### src/rtl/riscv_imm_pkg.sv
`default_nettype none
// ----------------------------------------------------------------------------
// riscv_imm_pkg : format selects and pipeline entry type for imm_gen_stage
// Revision: 1.0
// ----------------------------------------------------------------------------
package riscv_imm_pkg;

  localparam int IMMSRC_W = 3;
  localparam int XLEN_MAX = 64;

  typedef enum logic [IMMSRC_W-1:0] {
    IMM_I     = 3'b000,
    IMM_S     = 3'b001,
    IMM_B     = 3'b010,
    IMM_J     = 3'b011,
    IMM_U     = 3'b100,
    IMM_Z     = 3'b101,
    IMM_SHAMT = 3'b110,
    IMM_ILL   = 3'b111
  } imm_sel_t;

  // Sized for the widest datapath; narrower instances leave the top bits zero.
  typedef struct packed {
    logic [XLEN_MAX-1:0] imm;
    logic [XLEN_MAX-1:0] target;
    logic                illegal;
  } imm_entry_t;

endpackage
`default_nettype wire

### src/rtl/imm_decode.sv
`default_nettype none
// ----------------------------------------------------------------------------
// imm_decode : combinational RV32/RV64 immediate extraction and extension
// Revision: 1.0
// ----------------------------------------------------------------------------
module imm_decode
  import riscv_imm_pkg::*;
#(
  parameter int XLEN = 32
) (
  input  logic [24:0]     instr,
  input  imm_sel_t        immsrc,
  output logic [XLEN-1:0] imm,
  output logic            illegal
);

  // instr holds bits [31:7]; OFS maps architectural bit numbers onto it.
  localparam int OFS = 7;

  logic [31:0] w_raw;
  logic        w_zext;
  logic        w_sign;

  assign w_sign = instr[31-OFS];

  always_comb begin
    w_raw   = '0;
    w_zext  = 1'b0;
    illegal = 1'b0;
    case (immsrc)
      IMM_I: w_raw = {{20{w_sign}}, instr[31-OFS:20-OFS]};
      IMM_S: w_raw = {{20{w_sign}}, instr[31-OFS:25-OFS], instr[11-OFS:7-OFS]};
      IMM_B: w_raw = {{19{w_sign}}, instr[31-OFS], instr[7-OFS],
                      instr[30-OFS:25-OFS], instr[11-OFS:8-OFS], 1'b0};
      IMM_J: w_raw = {{11{w_sign}}, instr[31-OFS], instr[19-OFS:12-OFS],
                      instr[20-OFS], instr[30-OFS:21-OFS], 1'b0};
      IMM_U: w_raw = {instr[31-OFS:12-OFS], 12'b0};
      IMM_Z: begin
        w_raw  = {27'b0, instr[19-OFS:15-OFS]};
        w_zext = 1'b1;
      end
      IMM_SHAMT: begin
        // RV64 shift amounts carry a sixth bit in instr[25].
        w_raw  = {26'b0, (XLEN == 64) ? instr[25-OFS] : 1'b0, instr[24-OFS:20-OFS]};
        w_zext = 1'b1;
      end
      default: begin
        w_zext  = 1'b1;
        illegal = 1'b1;
      end
    endcase
  end

  // Signed formats are already sign-extended to 32 bits; widen per format.
  assign imm = w_zext ? XLEN'(w_raw) : XLEN'($signed(w_raw));

endmodule
`default_nettype wire

### src/rtl/imm_gen_stage.sv
`default_nettype none
// ----------------------------------------------------------------------------
// imm_gen_stage : immediate + pc-relative target, registered behind a skid buffer
// Revision: 1.0
// ----------------------------------------------------------------------------
module imm_gen_stage
  import riscv_imm_pkg::*;
#(
  parameter int XLEN = 32,
  parameter int PC_W = XLEN
) (
  input  logic            clk,
  input  logic            rst_n,
  input  logic            flush,
  input  logic            in_valid,
  output logic            in_ready,
  input  logic [24:0]     in_instr,
  input  imm_sel_t        in_immsrc,
  input  logic [PC_W-1:0] in_pc,
  output logic            out_valid,
  input  logic            out_ready,
  output logic [XLEN-1:0] out_imm,
  output logic [PC_W-1:0] out_target,
  output logic            out_illegal
);

  logic [XLEN-1:0] w_imm;
  logic            w_illegal;
  logic [PC_W-1:0] w_target;
  imm_entry_t      w_new;
  logic            w_accept;
  logic            w_main_free;

  imm_entry_t      r_main;
  imm_entry_t      r_skid;
  logic            r_main_valid;
  logic            r_skid_valid;
  logic            r_in_ready;

  imm_decode #(.XLEN(XLEN)) u_decode (
    .instr   (in_instr),
    .immsrc  (in_immsrc),
    .imm     (w_imm),
    .illegal (w_illegal)
  );

  assign w_target = in_pc + w_imm[PC_W-1:0];

  always_comb begin
    w_new                   = '0;
    w_new.imm[XLEN-1:0]     = w_imm;
    w_new.target[PC_W-1:0]  = w_target;
    w_new.illegal           = w_illegal;
  end

  assign w_accept    = in_valid & r_in_ready;
  assign w_main_free = ~r_main_valid | out_ready;

  // in_ready is registered as the complement of the next skid state, so it
  // never depends combinationally on out_ready.
  always_ff @(posedge clk or negedge rst_n) begin
    if (!rst_n) begin
      r_main_valid <= 1'b0;
      r_skid_valid <= 1'b0;
      r_in_ready   <= 1'b0;
    end else if (flush) begin
      r_main_valid <= 1'b0;
      r_skid_valid <= 1'b0;
      r_in_ready   <= 1'b1;
    end else if (w_main_free) begin
      r_main_valid <= r_skid_valid | w_accept;
      r_skid_valid <= 1'b0;
      r_in_ready   <= 1'b1;
    end else if (w_accept) begin
      r_skid_valid <= 1'b1;
      r_in_ready   <= 1'b0;
    end
  end

  always_ff @(posedge clk) begin
    if (w_main_free) begin
      if (r_skid_valid) begin
        r_main <= r_skid;
      end else if (w_accept) begin
        r_main <= w_new;
      end
    end
    if (!w_main_free && w_accept) begin
      r_skid <= w_new;
    end
  end

  // Data flops are unreset; outputs are gated so they read zero when empty.
  assign in_ready    = r_in_ready;
  assign out_valid   = r_main_valid;
  assign out_imm     = r_main_valid ? r_main.imm[XLEN-1:0]    : '0;
  assign out_target  = r_main_valid ? r_main.target[PC_W-1:0] : '0;
  assign out_illegal = r_main_valid & r_main.illegal;

  generate
    if (XLEN < XLEN_MAX) begin : g_imm_pad
      logic w_unused_imm_hi;
      assign w_unused_imm_hi = ^r_main.imm[XLEN_MAX-1:XLEN];
    end
    if (PC_W < XLEN_MAX) begin : g_target_pad
      logic w_unused_target_hi;
      assign w_unused_target_hi = ^r_main.target[XLEN_MAX-1:PC_W];
    end
  endgenerate

endmodule
`default_nettype wire

### config.mk
export PLATFORM = sky130hd
export DESIGN_NAME = imm_gen_stage
export DESIGN_NICKNAME = d
export VERILOG_FILES = /design/src/rtl/riscv_imm_pkg.sv /design/src/rtl/imm_decode.sv /design/src/rtl/imm_gen_stage.sv
export SDC_FILE = /design/constraint.sdc
export NUM_CORES = 1
export LEC_CHECK = 0
export ABC_AREA = 1
export BUFFER_PORTS_ARGS = -buffer_cell sky130_fd_sc_hd__buf_2
export CAP_MARGIN = 30
export CORE_MARGIN = 2
export CORE_UTILIZATION = 58
export CTS_BUF_LIST = sky130_fd_sc_hd__clkbuf_16
export CTS_CLUSTER_SIZE = 28
export DETAILED_ROUTE_END_ITERATION = 16
export PLACE_DENSITY = 0.83
export SYNTH_ARGS = -nofsm -noshare
export SYNTH_HDL_FRONTEND = slang
export SYNTH_SLANG_ARGS = --single-unit
### constraint.sdc
create_clock -name clk -period 5.23 [get_ports clk]
set_clock_uncertainty 0.1 [all_clocks]
set_input_delay 1.046 -clock clk [delete_from_list [all_inputs] [get_ports clk]]
set_output_delay 1.046 -clock clk [all_outputs]
set_load 0.03 [all_outputs]
==> results of run 1 <==
-- path summary, 6_finish.rpt --
path                               from  cells after the start          to  slack (ns)
setup / recovery           in_immsrc[2]                     16  r_skid[29]        1.54
hold / removal                    rst_n                      1    in_ready        0.30
setup reg to reg              out_valid                      6  r_skid[26]        2.22
hold reg to reg                in_ready                      1    in_ready        0.41
max in group asynchronous         rst_n                      1   out_valid        4.61
min in group clk               in_ready                      1    in_ready        0.41
-- layer usage --
layer / vias up / track usage [%] / wire (um)
li1: 3574 / - / -
met1: 3187 / 39.7 / 8900
met2: 348 / 45.4 / 9470
met3: 41 / 5.99 / 1830
met4: 0 / 11.0 / 611
met5: - / 0 / 0
-- through the flow --
stage                     power [mW]  worst slack, ns  cell area [sq um]  util [%]  std cells
after detailed placement        1.98             1.18               8990      65.0       1363
after global routing            3.31             1.27               9580      69.3       1395
final                           3.17             1.54               9580      69.3       1395
after CTS                       3.18             1.61               9580      69.3       1395
after floorplan                 1.79            0.708               8160         -       1071
after global placement          1.96             1.22               8990      65.0       1363
-- power breakdown --
part	switching, mW	internal, mW
registers	0.0275	1.29
logic	0.449	0.200
clock network	0.458	0.743
total	0.935	2.24
-- cells in the mapped netlist (2+ instances only) --
| cell | n | area (sq um) |
|---|---|---|
| a21oi_1 | 21 | 105 |
| o21ai_2 | 2 | 17.5 |
| nand2_1 | 471 | 1770 |
| a31oi_1 | 12 | 75.1 |
| ha_1 | 31 | 388 |
| buf_2 | 3 | 15.0 |
| and2_1 | 16 | 100 |
| xor2_1 | 14 | 123 |
| o21ai_0 | 9 | 45.0 |
| dfrtp_1 | 3 | 75.1 |
| nor3_2 | 2 | 20.0 |
| nor2_1 | 60 | 225 |
| nand3_1 | 41 | 205 |
| clkbuf_1 | 19 | 71.3 |
| nand3b_1 | 5 | 37.5 |
| nor2_2 | 3 | 18.8 |
| inv_1 | 202 | 758 |
| buf_1 | 2 | 7.51 |
| nor3_1 | 4 | 20.0 |
| edfxtp_1 | 130 | 3900 |
| nand2_2 | 5 | 31.3 |
-- registers in the layout, summed over array words and instances, names as in the netlist --
signal,flops
in_ready,1
out_valid,1
r_main,65
r_skid,65
r_skid_valid,1
-- layout make-up --
type | instances | area, sq um | area share [%]
well taps | 180 | 225 | 2.35
repair buffers | 137 | 701 | 7.32
clock buffers | 17 | 425 | 4.44
inverters | 203 | 762 | 7.96
multi-input cells | 710 | 3320 | 34.7
clock inverters | 15 | 163 | 1.70
flip-flops and latches | 133 | 3980 | 41.6
-- worst max-delay path, cell delays in order --
cell      delay [ns]
buf_2           0.19
inv_2           0.16
nand2_1         0.06
o311ai_0        0.59
ha_1            0.30
inv_1           0.06
fa_1            0.40
inv_1           0.09
nand3_1         0.08
nand2_2         0.12
nand3_1         0.08
nand3b_1        0.19
nand2_1         0.12
nand2_1         0.08
nand2_1         0.06
and2_1          0.14
-- kinds of logic (layout without fill, tap and decap cells) --
logic type      Yosys count  in the layout  share of synthesized area, %
simple gates            611            611                          30.2
buf+inv                 228            372                          10.6
flops                   133            133                          48.8
compound gates           51             51                          3.65
fa+ha+maj                32             32                          5.00
xor+xnor                 16             16                          1.81
==> load_flow_metrics.sql, run 1 <==
INSERT INTO impl_metrics (metric_group, metric, value, unit) VALUES
('routing', 'via_density_per_instance', '5.13', ''),
('critical_path', 'critical_path_peak_fanout', '15', ''),
('synth', 'ys_types', '37', ''),
('critical_path', 'worstPathRequired', '5.32', 'ns'),
('cells_and_area', 'mostFrequentLayoutCell', 'nand2_1', ''),
('routing', 'route.final.wire_length', '20800', 'um'),
('sta', 'finalMaxSlewViolations', '0', ''),
('cts', 'clkTransAtPathRegs', '0.06', 'ns'),
('cells_and_area', 'layout_common_cells', 'nand2_1 (471), inv_1 (202), buf_2 (131)', ''),
('routing', 'route.detailed.drc', '0', ''),
('routing', 'wl_per_cell', '14.9', 'um'),
('cts', 'tritoncts_clock_tree', 'done', ''),
('critical_path', 'data_arrival_time_of_the_critical_path', '3.77', 'ns'),
('synth', 'synth-async-reset-ratio', '2.26', '%'),
('sta', 'timing.setup.tns', '0', 'ns'),
('synth', 'synth_area', '8160', 'sq um'),
('die', 'row_count', '43', ''),
('grt', 'global_route.overflow_total', '0', ''),
('synth', 'yosys_warnings', '0', ''),
('sta', 'final.period_utilization', '70.5', '%'),
('die', 'ioPinCount', '132', ''),
('critical_path', 'setup.worst_path.class', 'input port to flop', ''),
('cts', 'worst_skew_pair.late_latency', '0.43', 'ns'),
('flow_run', 'drv_cap', '0', ''),
('placement', 'io_buffer_count', '131', ''),
('cells_and_area', 'fillerInstances', '1145', ''),
('routing', 'detailedRoute.firstPassIterationCount', '6', ''),
('cts', 'sinks_on_the_clock_net', '133', ''),
('grt', 'grt_first_pass_wirelength', '32200', 'um'),
('cts', 'cts_setup_buffers', '0', ''),
('cells_and_area', 'nNetsFinal', '1299', ''),
('sta', 'hold_violations', '0', ''),
('grt', 'antenna_violations_before_repair', '0', ''),
('synth', 'synth-seq-area-share', '48.8', '%'),
('cts', 'post_cts_resize_count', '0', ''),
('status', 'outcome', 'finished, final reports clean', ''),
('sta', 'fmaxAchievable', '271', 'MHz'),
('grt', 'grt_start_max_net_pins', '75', ''),
('power_and_ir_drop', 'power.leakage', '5.35', 'nW'),
('grt', 'grt_pass1_vias', '6405', ''),
('routing', 'drtAntennaViolNets', '0', ''),
('die', 'chipWidth', '123', 'um'),
('placement', 'hpwlAfterDp', '15400', 'um'),
('grt', 'grt_resource_usage_total', '28.9', '%'),
('cts', 'cts_inserted_buffers', '17', ''),
('cts', 'maximum_root_to_sink_buffer_count', '2', ''),
('synth', 'number_of_enable_flip_flop_cells_after_synthesis', '130', ''),
('synth', 'syn-num-nets', '1168', ''),
('synth', 'avgSynthCellArea', '7.61', 'sq um'),
('cts', 'root_buffer', 'clkbuf_16', ''),
('cts', 'clock_tree.htree_level_count', '4', ''),
('synth', 'synth_seq_cells', '133', ''),
('sta', 'tightest_slew_margin_relative_to_the_limit', '39.7', '%'),
('placement', 'routabilityCongestion', '0.965', ''),
('die', 'floorplan.initialDensity', '59.0', '%'),
('routing', 'first_iter_violations', '954', ''),
('sta', 'worst_slew_pin_slew', '0.904', 'ns'),
('sta', 'whs', '0.303', 'ns'),
('die', 'floorplan.die.height', '123', 'um'),
('power_and_ir_drop', 'powerDensity', '331', 'nW/um^2'),
('synth', 'syn-instance-count', '1071', ''),
('sta', 'period_minus_slack', '3.69', 'ns'),
('synth', 'synthFlopType', 'edfxtp_1', ''),
('die', 'die_area', '15000', 'sq um'),
('cells_and_area', 'antenna_diodes', '0', ''),
('sta', 'rsz_0062_raised_after_global_routing', 'no', ''),
('hold_path', 'timing.hold.worst.class', 'input port to async pin', ''),
('critical_path', 'endpoint_kind', 'flop', ''),
('power_and_ir_drop', 'peakVddDrop', '0.305', 'mV'),
('critical_path', 'sort_of_element_at_the_start_of_the_critical_path', 'input port', ''),
('cts', 'postCtsHoldBufs', '0', ''),
('sta', 'setup_viol', '0', ''),
('cells_and_area', 'post_route_cells_drive_above_1_share', '15.3', '%'),
('die', 'floorplan.core_area', '13800', 'sq um'),
('routing', 'via_count', '7150', ''),
('cells_and_area', 'layout-area-overhead-vs-synth', '17.4', '%');
Note: power is estimated with default switching activity, not from simulation.
==> run 2, diff against run 1 <==
--- a/config.mk
+++ b/config.mk
@@ -9,11 +9,11 @@
 export BUFFER_PORTS_ARGS = -buffer_cell sky130_fd_sc_hd__buf_2
 export CAP_MARGIN = 30
 export CORE_MARGIN = 2
-export CORE_UTILIZATION = 58
+export CORE_UTILIZATION = 52
 export CTS_BUF_LIST = sky130_fd_sc_hd__clkbuf_16
 export CTS_CLUSTER_SIZE = 28
 export DETAILED_ROUTE_END_ITERATION = 16
-export PLACE_DENSITY = 0.83
+export PLACE_DENSITY = 0.78
 export SYNTH_ARGS = -nofsm -noshare
 export SYNTH_HDL_FRONTEND = slang
 export SYNTH_SLANG_ARGS = --single-unit
==> constraint.sdc (replaced) <==
create_clock -name clk -period 3.15 [get_ports clk]
set_clock_uncertainty 0.1 [all_clocks]
set_input_delay 0.63 -clock clk [delete_from_list [all_inputs] [get_ports clk]]
set_output_delay 0.63 -clock clk [all_outputs]
set_load 0.03 [all_outputs]
==> load_flow_metrics.sql, run 2 (synthesis results as in run 1) <==
INSERT INTO impl_metrics (metric_group, metric, value, unit) VALUES
('power_and_ir_drop', 'total_switching_power', '1.65', 'mW'),
('sta', 'rsz_0062_raised_after_global_routing', 'no', ''),
('cts', 'clock_tree.htree_level_count', '4', ''),
('cts', 'tritoncts_clock_tree', 'done', ''),
('power_and_ir_drop', 'p_int', '3.76', 'mW'),
('cts', 'maximum_root_to_sink_buffer_count', '2', ''),
('cts', 'cts_inserted_buffers', '17', ''),
('flow_run', 'drv_cap', '0', ''),
('power_and_ir_drop', 'powerDensity', '527', 'nW/um^2'),
('routing', 'first_iter_violations', '673', ''),
('sta', 'fmaxAchievable', '341', 'MHz'),
('die', 'floorplan.core_area', '15300', 'sq um'),
('power_and_ir_drop', 'p_clk_share', '36.7', '%'),
('cts', 'root_buffer', 'clkbuf_16', ''),
('cts', 'clkTransAtPathRegs', '0.06', 'ns'),
('critical_path', 'critical_path.cell_chain', 'buf_2, inv_1, nor3_2, nand2_1, o311ai_1, buf_4, ha_1, inv_1, fa_1, inv_1, nand3_1, nand2_2, nand3_1, nand3b_1, nand2_1, nand2_1, nand2_1, and2_1', ''),
('power_and_ir_drop', 'power.leakage', '5.73', 'nW'),
('status', 'outcome', 'finished, final reports clean', ''),
('cells_and_area', 'layout_common_cells', 'nand2_1 (471), inv_1 (201), buf_2 (131)', ''),
('die', 'die_area', '16700', 'sq um'),
('critical_path', 'r2r-start', 'out_valid', ''),
('grt', 'gr-usage-met2', '44.0', '%'),
('grt', 'grt_resource_usage_total', '27.6', '%'),
('routing', 'route.detailed.drc', '0', ''),
('cells_and_area', 'sequential_cell_area', '3980', 'sq um'),
('routing', 'wl_per_cell', '15.1', 'um'),
('critical_path', 'critical_path_peak_fanout', '4', ''),
('die', 'floorplan.initialDensity', '53.4', '%'),
('routing', 'drtAntennaViolNets', '0', ''),
('grt', 'global_route.overflow_total', '0', ''),
('hold_path', 'timing.hold.worst.class', 'input port to flop', ''),
('cts', 'worst_skew_pair.late_latency', '0.43', 'ns'),
('routing', 'via_count', '7453', ''),
('cells_and_area', 'layout_top_registers', 'r_main: 65 flops, r_skid: 65 flops', ''),
('critical_path', 'reg2reg_depth', '5', ''),
('die', 'row_count', '45', ''),
('sta', 'fin_ws', '0.220', 'ns'),
('power_and_ir_drop', 'p_sw_share', '30.5', '%'),
('critical_path', 'timing.critical_path.slowest_stage_cell', 'fa_1', ''),
('cells_and_area', 'mostFrequentLayoutCell', 'nand2_1', ''),
('cells_and_area', 'multi_input_area', '3320', 'sq um'),
('critical_path', 'setup.worst_path.class', 'input port to flop', ''),
('die', 'ioPinCount', '132', ''),
('sta', 'hold_violations', '0', ''),
('sta', 'worst_slew_pin_slew', '0.656', 'ns'),
('routing', 'detailedRoute.firstPassIterationCount', '5', ''),
('cts', 'cts_setup_buffers', '0', ''),
('grt', 'global_route.usage.met3', '4.95', '%'),
('placement', 'routabilityCongestion', '0.959', ''),
('sta', 'finalMaxSlewViolations', '0', ''),
('grt', 'grt_start_max_net_pins', '66', ''),
('hold_path', 'hold_start', 'flush', ''),
('grt', 'grt_pass1_vias', '6896', ''),
('power_and_ir_drop', 'power.combinational.fraction', '22.8', '%'),
('cells_and_area', 'finalCoreUtilization', '67.3', '%'),
('routing', 'via_density_per_instance', '4.97', ''),
('sta', 'final.period_utilization', '93.0', '%'),
('power_and_ir_drop', 'peakVddDrop', '0.371', 'mV'),
('grt', 'grt_first_pass_wirelength', '34800', 'um'),
('die', 'floorplan.die.height', '129', 'um'),
('sta', 'tightest_slew_margin_relative_to_the_limit', '56.2', '%'),
('power_and_ir_drop', 'seqPwrFrac', '40.5', '%'),
('sta', 'whs', '0.301', 'ns'),
('hold_path', 'worstHoldPathCells', '2', ''),
('grt', 'antenna_violations_before_repair', '0', ''),
('cells_and_area', 'nNetsFinal', '1373', ''),
('cts', 'sinks_on_the_clock_net', '133', ''),
('die', 'chipWidth', '129', 'um'),
('critical_path', 'reg_to_reg_setup_timing_slack', '1.21', 'ns'),
('sta', 'setup_viol', '0', ''),
('critical_path', 'r2r_end', 'r_skid[22]', ''),
('critical_path', 'sort_of_element_at_the_start_of_the_critical_path', 'input port', ''),
('critical_path', 'cpPeakStageDelay', '0.39', 'ns'),
('cells_and_area', 'fillerInstances', '1286', ''),
('cells_and_area', 'antenna_diodes', '0', ''),
('critical_path', 'crit_top_cell', 'nand2_1', ''),
('critical_path', 'worstPathRequired', '3.24', 'ns'),
('cells_and_area', 'post_route_cells_drive_above_1_share', '20.3', '%'),
('placement', 'place_worst_setup_slack', '-0.179', 'ns'),
('routing', 'route.final.wire_length', '22600', 'um'),
('placement', 'io_buffer_count', '131', ''),
('critical_path', 'endpoint_kind', 'flop', ''),
('grt', 'grtUsageMet1', '37.8', '%'),
('hold_path', 'hold_path_end', 'out_valid', ''),
('sta', 'period_minus_slack', '2.93', 'ns'),
('critical_path', 'data_arrival_time_of_the_critical_path', '3.02', 'ns'),
('cells_and_area', 'layout-area-overhead-vs-synth', '25.9', '%'),
('placement', 'hpwlAfterDp', '16600', 'um'),
('grt', 'grt.busiest_layer', 'met2', '');
-- run 2: cell types whose count changed in the layout (fill, tap and decap cells not counted), sizes merged --
| cell | previous run | this run |
|---|---|---|
| bufinv | 3 | 2 |
| dlygate4sd3 | 0 | 1 |
| clkinv | 6 | 5 |
| buf | 137 | 210 |
| clkinvlp | 1 | 3 |
-- run 2: timing repair --
item                                    4_1_cts  5_1_grt
gates resized for setup                       0        1
endpoints found under the hold margin         3        0
endpoints found under the setup margin        0        4
hold buffers                                  1        0
-- run 2: worst max-delay path, delay by kind of cell --
| kind | cells | cell delay [ns] |
|---|---|---|
| buffers and inverters | 5 | 0.54 |
| and+or+nand+nor | 10 | 1.15 |
| AOI/OAI and AO/OA | 1 | 0.11 |
| adders and majority gates | 2 | 0.58 |
-- run 2: how the worst max path moves through the flow --
stage	start	endpoint	slack [ns]	cells after the start
after floorplan	in_immsrc[1]	r_skid[25]	0.08	18
after global placement	in_immsrc[2]	r_skid[29]	-0.06	17
after detailed placement	in_immsrc[2]	r_skid[29]	-0.18	17
after CTS	in_immsrc[2]	r_skid[29]	0.19	17
after global routing	in_immsrc[0]	r_skid[29]	0.002	18
final	in_immsrc[0]	r_skid[29]	0.22	18
-- run 2: through the flow --
| stage | power (mW) | cells | setup TNS [ns] | cell area [sq um] |
|---|---|---|---|---|
| global route | 5.64 | 1500 | 0 | 10300 |
| floorplan | 2.97 | 1071 | 0 | 8160 |
| CTS | 5.41 | 1500 | 0 | 10300 |
| detailed placement | 3.43 | 1467 | -2.51 | 9680 |
| finish | 5.41 | 1500 | 0 | 10300 |
| global placement | 3.40 | 1467 | -0.300 | 9680 |
-- run 2: power groups by stage --
stage          Combinational, mW  Clock, mW  Sequential [mW]
2_1_floorplan              0.755          0             2.21
3_3_place_gp                1.18          0             2.22
3_5_place_dp                1.20          0             2.23
4_1_cts                     1.22       2.00             2.19
5_1_grt                     1.36       2.08             2.20
6_report                    1.23       1.99             2.19
-- run 2: per-layer routing --
metal	routed length (um)	share of wire [%]
met3	1380	6.1
met1	10100	45
met4	694	3.1
met5	0	0
met2	10500	46
-- run 2: layout make-up --
class	count	area share (%)
Clock buffer	17	4.14
Clock inverter	15	1.50
Inverter	203	7.42
Multi-Input combinational cell	710	32.4
Sequential cell	133	38.8
Tap cell	211	2.57
Timing Repair Buffer	211	13.2
==> run 3, diff against run 2 <==
--- a/config.mk
+++ b/config.mk
@@ -9,11 +9,12 @@
 export BUFFER_PORTS_ARGS = -buffer_cell sky130_fd_sc_hd__buf_2
 export CAP_MARGIN = 30
 export CORE_MARGIN = 2
-export CORE_UTILIZATION = 52
+export CORE_UTILIZATION = 60
 export CTS_BUF_LIST = sky130_fd_sc_hd__clkbuf_16
 export CTS_CLUSTER_SIZE = 28
 export DETAILED_ROUTE_END_ITERATION = 16
-export PLACE_DENSITY = 0.78
+export PLACE_DENSITY = 0.85
+export SLEW_MARGIN = 30
 export SYNTH_ARGS = -nofsm -noshare
 export SYNTH_HDL_FRONTEND = slang
 export SYNTH_SLANG_ARGS = --single-unit
==> constraint.sdc (replaced) <==
create_clock -name clk -period 3.8 [get_ports clk]
set_clock_uncertainty 0.1 [all_clocks]
set_input_delay 0.76 -clock clk [delete_from_list [all_inputs] [get_ports clk]]
set_output_delay 0.76 -clock clk [all_outputs]
set_load 0.03 [all_outputs]
==> load_flow_metrics.sql, run 3 (synthesis results as in run 1) <==
INSERT INTO impl_metrics (metric_group, metric, value, unit) VALUES
('die', 'floorplan.core_area', '13200', 'sq um'),
('die', 'floorplan.initialDensity', '61.6', '%'),
('power_and_ir_drop', 'p_clk_share', '37.7', '%'),
('die', 'ioPinCount', '132', ''),
('sta', 'tightest_slew_margin_relative_to_the_limit', '52.2', '%'),
('routing', 'first_iter_violations', '708', ''),
('grt', 'grt_pass1_vias', '6515', ''),
('sta', 'rsz_0062_raised_after_global_routing', 'no', ''),
('cells_and_area', 'post_route_cells_drive_above_1_share', '15.6', '%'),
('cells_and_area', 'antenna_diodes', '0', ''),
('status', 'outcome', 'finished, final reports clean', ''),
('sta', 'worst_slew_pin_slew', '0.708', 'ns'),
('cells_and_area', 'post_layout_nonfiller_instances', '1392', ''),
('sta', 'finalMaxSlewViolations', '0', ''),
('cells_and_area', 'nNetsFinal', '1300', ''),
('cts', 'sinks_on_the_clock_net', '133', ''),
('cts', 'root_buffer', 'clkbuf_16', ''),
('cells_and_area', 'fillerInstances', '995', ''),
('routing', 'route.detailed.drc', '0', ''),
('sta', 'whs', '0.0280', 'ns'),
('power_and_ir_drop', 'seqPwrFrac', '41.8', '%'),
('cells_and_area', 'layout-area-overhead-vs-synth', '17.5', '%'),
('cts', 'worst_skew_pair.late_latency', '0.42', 'ns'),
('sta', 'fmaxAchievable', '299', 'MHz'),
('grt', 'grt_start_max_net_pins', '66', ''),
('placement', 'io_buffer_count', '131', ''),
('power_and_ir_drop', 'total_power', '4.35', 'mW'),
('grt', 'antenna_violations_before_repair', '0', ''),
('sta', 'final.period_utilization', '88.0', '%'),
('cells_and_area', 'layout_top_registers', 'r_main: 65 flops, r_skid: 65 flops', ''),
('grt', 'grt_resource_usage_total', '29.3', '%'),
('cts', 'post_cts_resize_count', '0', ''),
('critical_path', 'data_arrival_time_of_the_critical_path', '3.41', 'ns'),
('critical_path', 'worstPathRequired', '3.87', 'ns'),
('critical_path', 'endpoint_kind', 'flop', ''),
('routing', 'drtAntennaViolNets', '0', ''),
('power_and_ir_drop', 'total_switching_power', '1.32', 'mW'),
('critical_path', 'setup.worst_path.class', 'input port to flop', ''),
('power_and_ir_drop', 'power.combinational.fraction', '20.6', '%'),
('cells_and_area', 'sequential_cell_area', '3980', 'sq um'),
('cells_and_area', 'layout_common_cells', 'nand2_1 (471), inv_1 (201), buf_2 (131)', ''),
('placement', 'place.detailed.instances', '1360', ''),
('power_and_ir_drop', 'p_sw_share', '30.3', '%'),
('die', 'floorplan.die.height', '121', 'um'),
('grt', 'grt_first_pass_wirelength', '32600', 'um'),
('critical_path', 'critical_path_peak_fanout', '7', ''),
('routing', 'detailedRoute.firstPassIterationCount', '5', ''),
('critical_path', 'sort_of_element_at_the_start_of_the_critical_path', 'input port', ''),
('cts', 'cts_setup_buffers', '0', ''),
('routing', 'via_count', '7130', ''),
('sta', 'timing.setup.tns', '0', 'ns'),
('die', 'die_area', '14500', 'sq um'),
('cells_and_area', 'multi_input_area', '3320', 'sq um'),
('routing', 'route.final.wire_length', '20400', 'um'),
('power_and_ir_drop', 'powerDensity', '454', 'nW/um^2'),
('die', 'chipWidth', '121', 'um'),
('hold_path', 'timing.hold.worst.class', 'input port to async pin', ''),
('sta', 'period_minus_slack', '3.34', 'ns'),
('cts', 'postCtsHoldBufs', '0', ''),
('flow_run', 'drv_cap', '0', ''),
('grt', 'global_route.overflow_total', '0', ''),
('routing', 'wl_per_cell', '14.7', 'um'),
('placement', 'routabilityCongestion', '0.960', ''),
('die', 'row_count', '42', ''),
('placement', 'hpwlAfterDp', '14800', 'um'),
('power_and_ir_drop', 'peakVddDrop', '0.301', 'mV'),
('power_and_ir_drop', 'p_int', '3.03', 'mW'),
('cts', 'maximum_root_to_sink_buffer_count', '2', ''),
('cts', 'clkTransAtPathRegs', '0.06', 'ns'),
('routing', 'via_density_per_instance', '5.12', ''),
('cells_and_area', 'mostFrequentLayoutCell', 'nand2_1', ''),
('cts', 'cts_inserted_buffers', '17', ''),
('sta', 'setup_viol', '0', ''),
('cts', 'clock_tree.htree_level_count', '4', ''),
('sta', 'hold_violations', '0', ''),
('cts', 'tritoncts_clock_tree', 'done', ''),
('power_and_ir_drop', 'power.leakage', '5.35', 'nW');
[run 3: critical path: stages]
cell and delay (ns):
buf_2 0.12, inv_2 0.12, nand2_1 0.06, o311ai_0 0.60
ha_1 0.34, inv_1 0.07, fa_1 0.39, inv_1 0.09
nand3_1 0.08, nand2_2 0.13, nand3_1 0.08, nand3b_1 0.18
nand2_1 0.10, nand2_1 0.06, nand2_1 0.06, and2_1 0.17
[run 3: power groups by stage]
stage               clock (mW)  sequential [mW]  combinational, mW
global placement             0             1.84              0.859
CTS                       1.63             1.82              0.887
floorplan                    0             1.83              0.626
global route              1.69             1.83              0.996
detailed placement           0             1.85              0.873
finish                    1.64             1.82              0.893
[run 3: routing by layer]
| metal | vias up | part of all wire [%] | global-route usage (%) |
|---|---|---|---|
| met5 | - | 0 | 0 |
| met4 | 0 | 3.0 | 11.8 |
| met3 | 47 | 8.3 | 5.00 |
| met2 | 346 | 45 | 46.0 |
| met1 | 3164 | 44 | 40.9 |
| li1 | 3573 | - | - |
[run 3: cell type report]
class / instances / area share [%]
clock inverters: 15 / 1.62
multi-input cells: 710 / 34.6
flip-flops and latches: 133 / 41.5
well taps: 176 / 2.30
inverters: 203 / 7.95
repair buffers: 138 / 7.52
clock buffers: 17 / 4.44
[run 3: worst paths after layout]
check                             start         end  slack (ns)  cells after the start
max                        in_immsrc[2]  r_skid[21]        0.46                     16
min                               rst_n   out_valid        0.03                      1
max reg2reg                   out_valid  r_skid[66]        1.35                      5
min reg2reg                  r_skid[10]  r_main[10]        0.42                      2
max in group asynchronous         rst_n   out_valid        3.45                      1
min in group clk             r_skid[10]  r_main[10]        0.42                      2
[run 3: through the flow]
stage                     util (%)  setup slack (ns)  instance area, sq um
after floorplan                  -             0.602                  8160
after global placement        68.0             0.189                  9000
after detailed placement      68.0             0.141                  9000
after CTS                     72.4             0.568                  9580
after global routing          72.4             0.310                  9580
final                         72.4             0.458                  9580
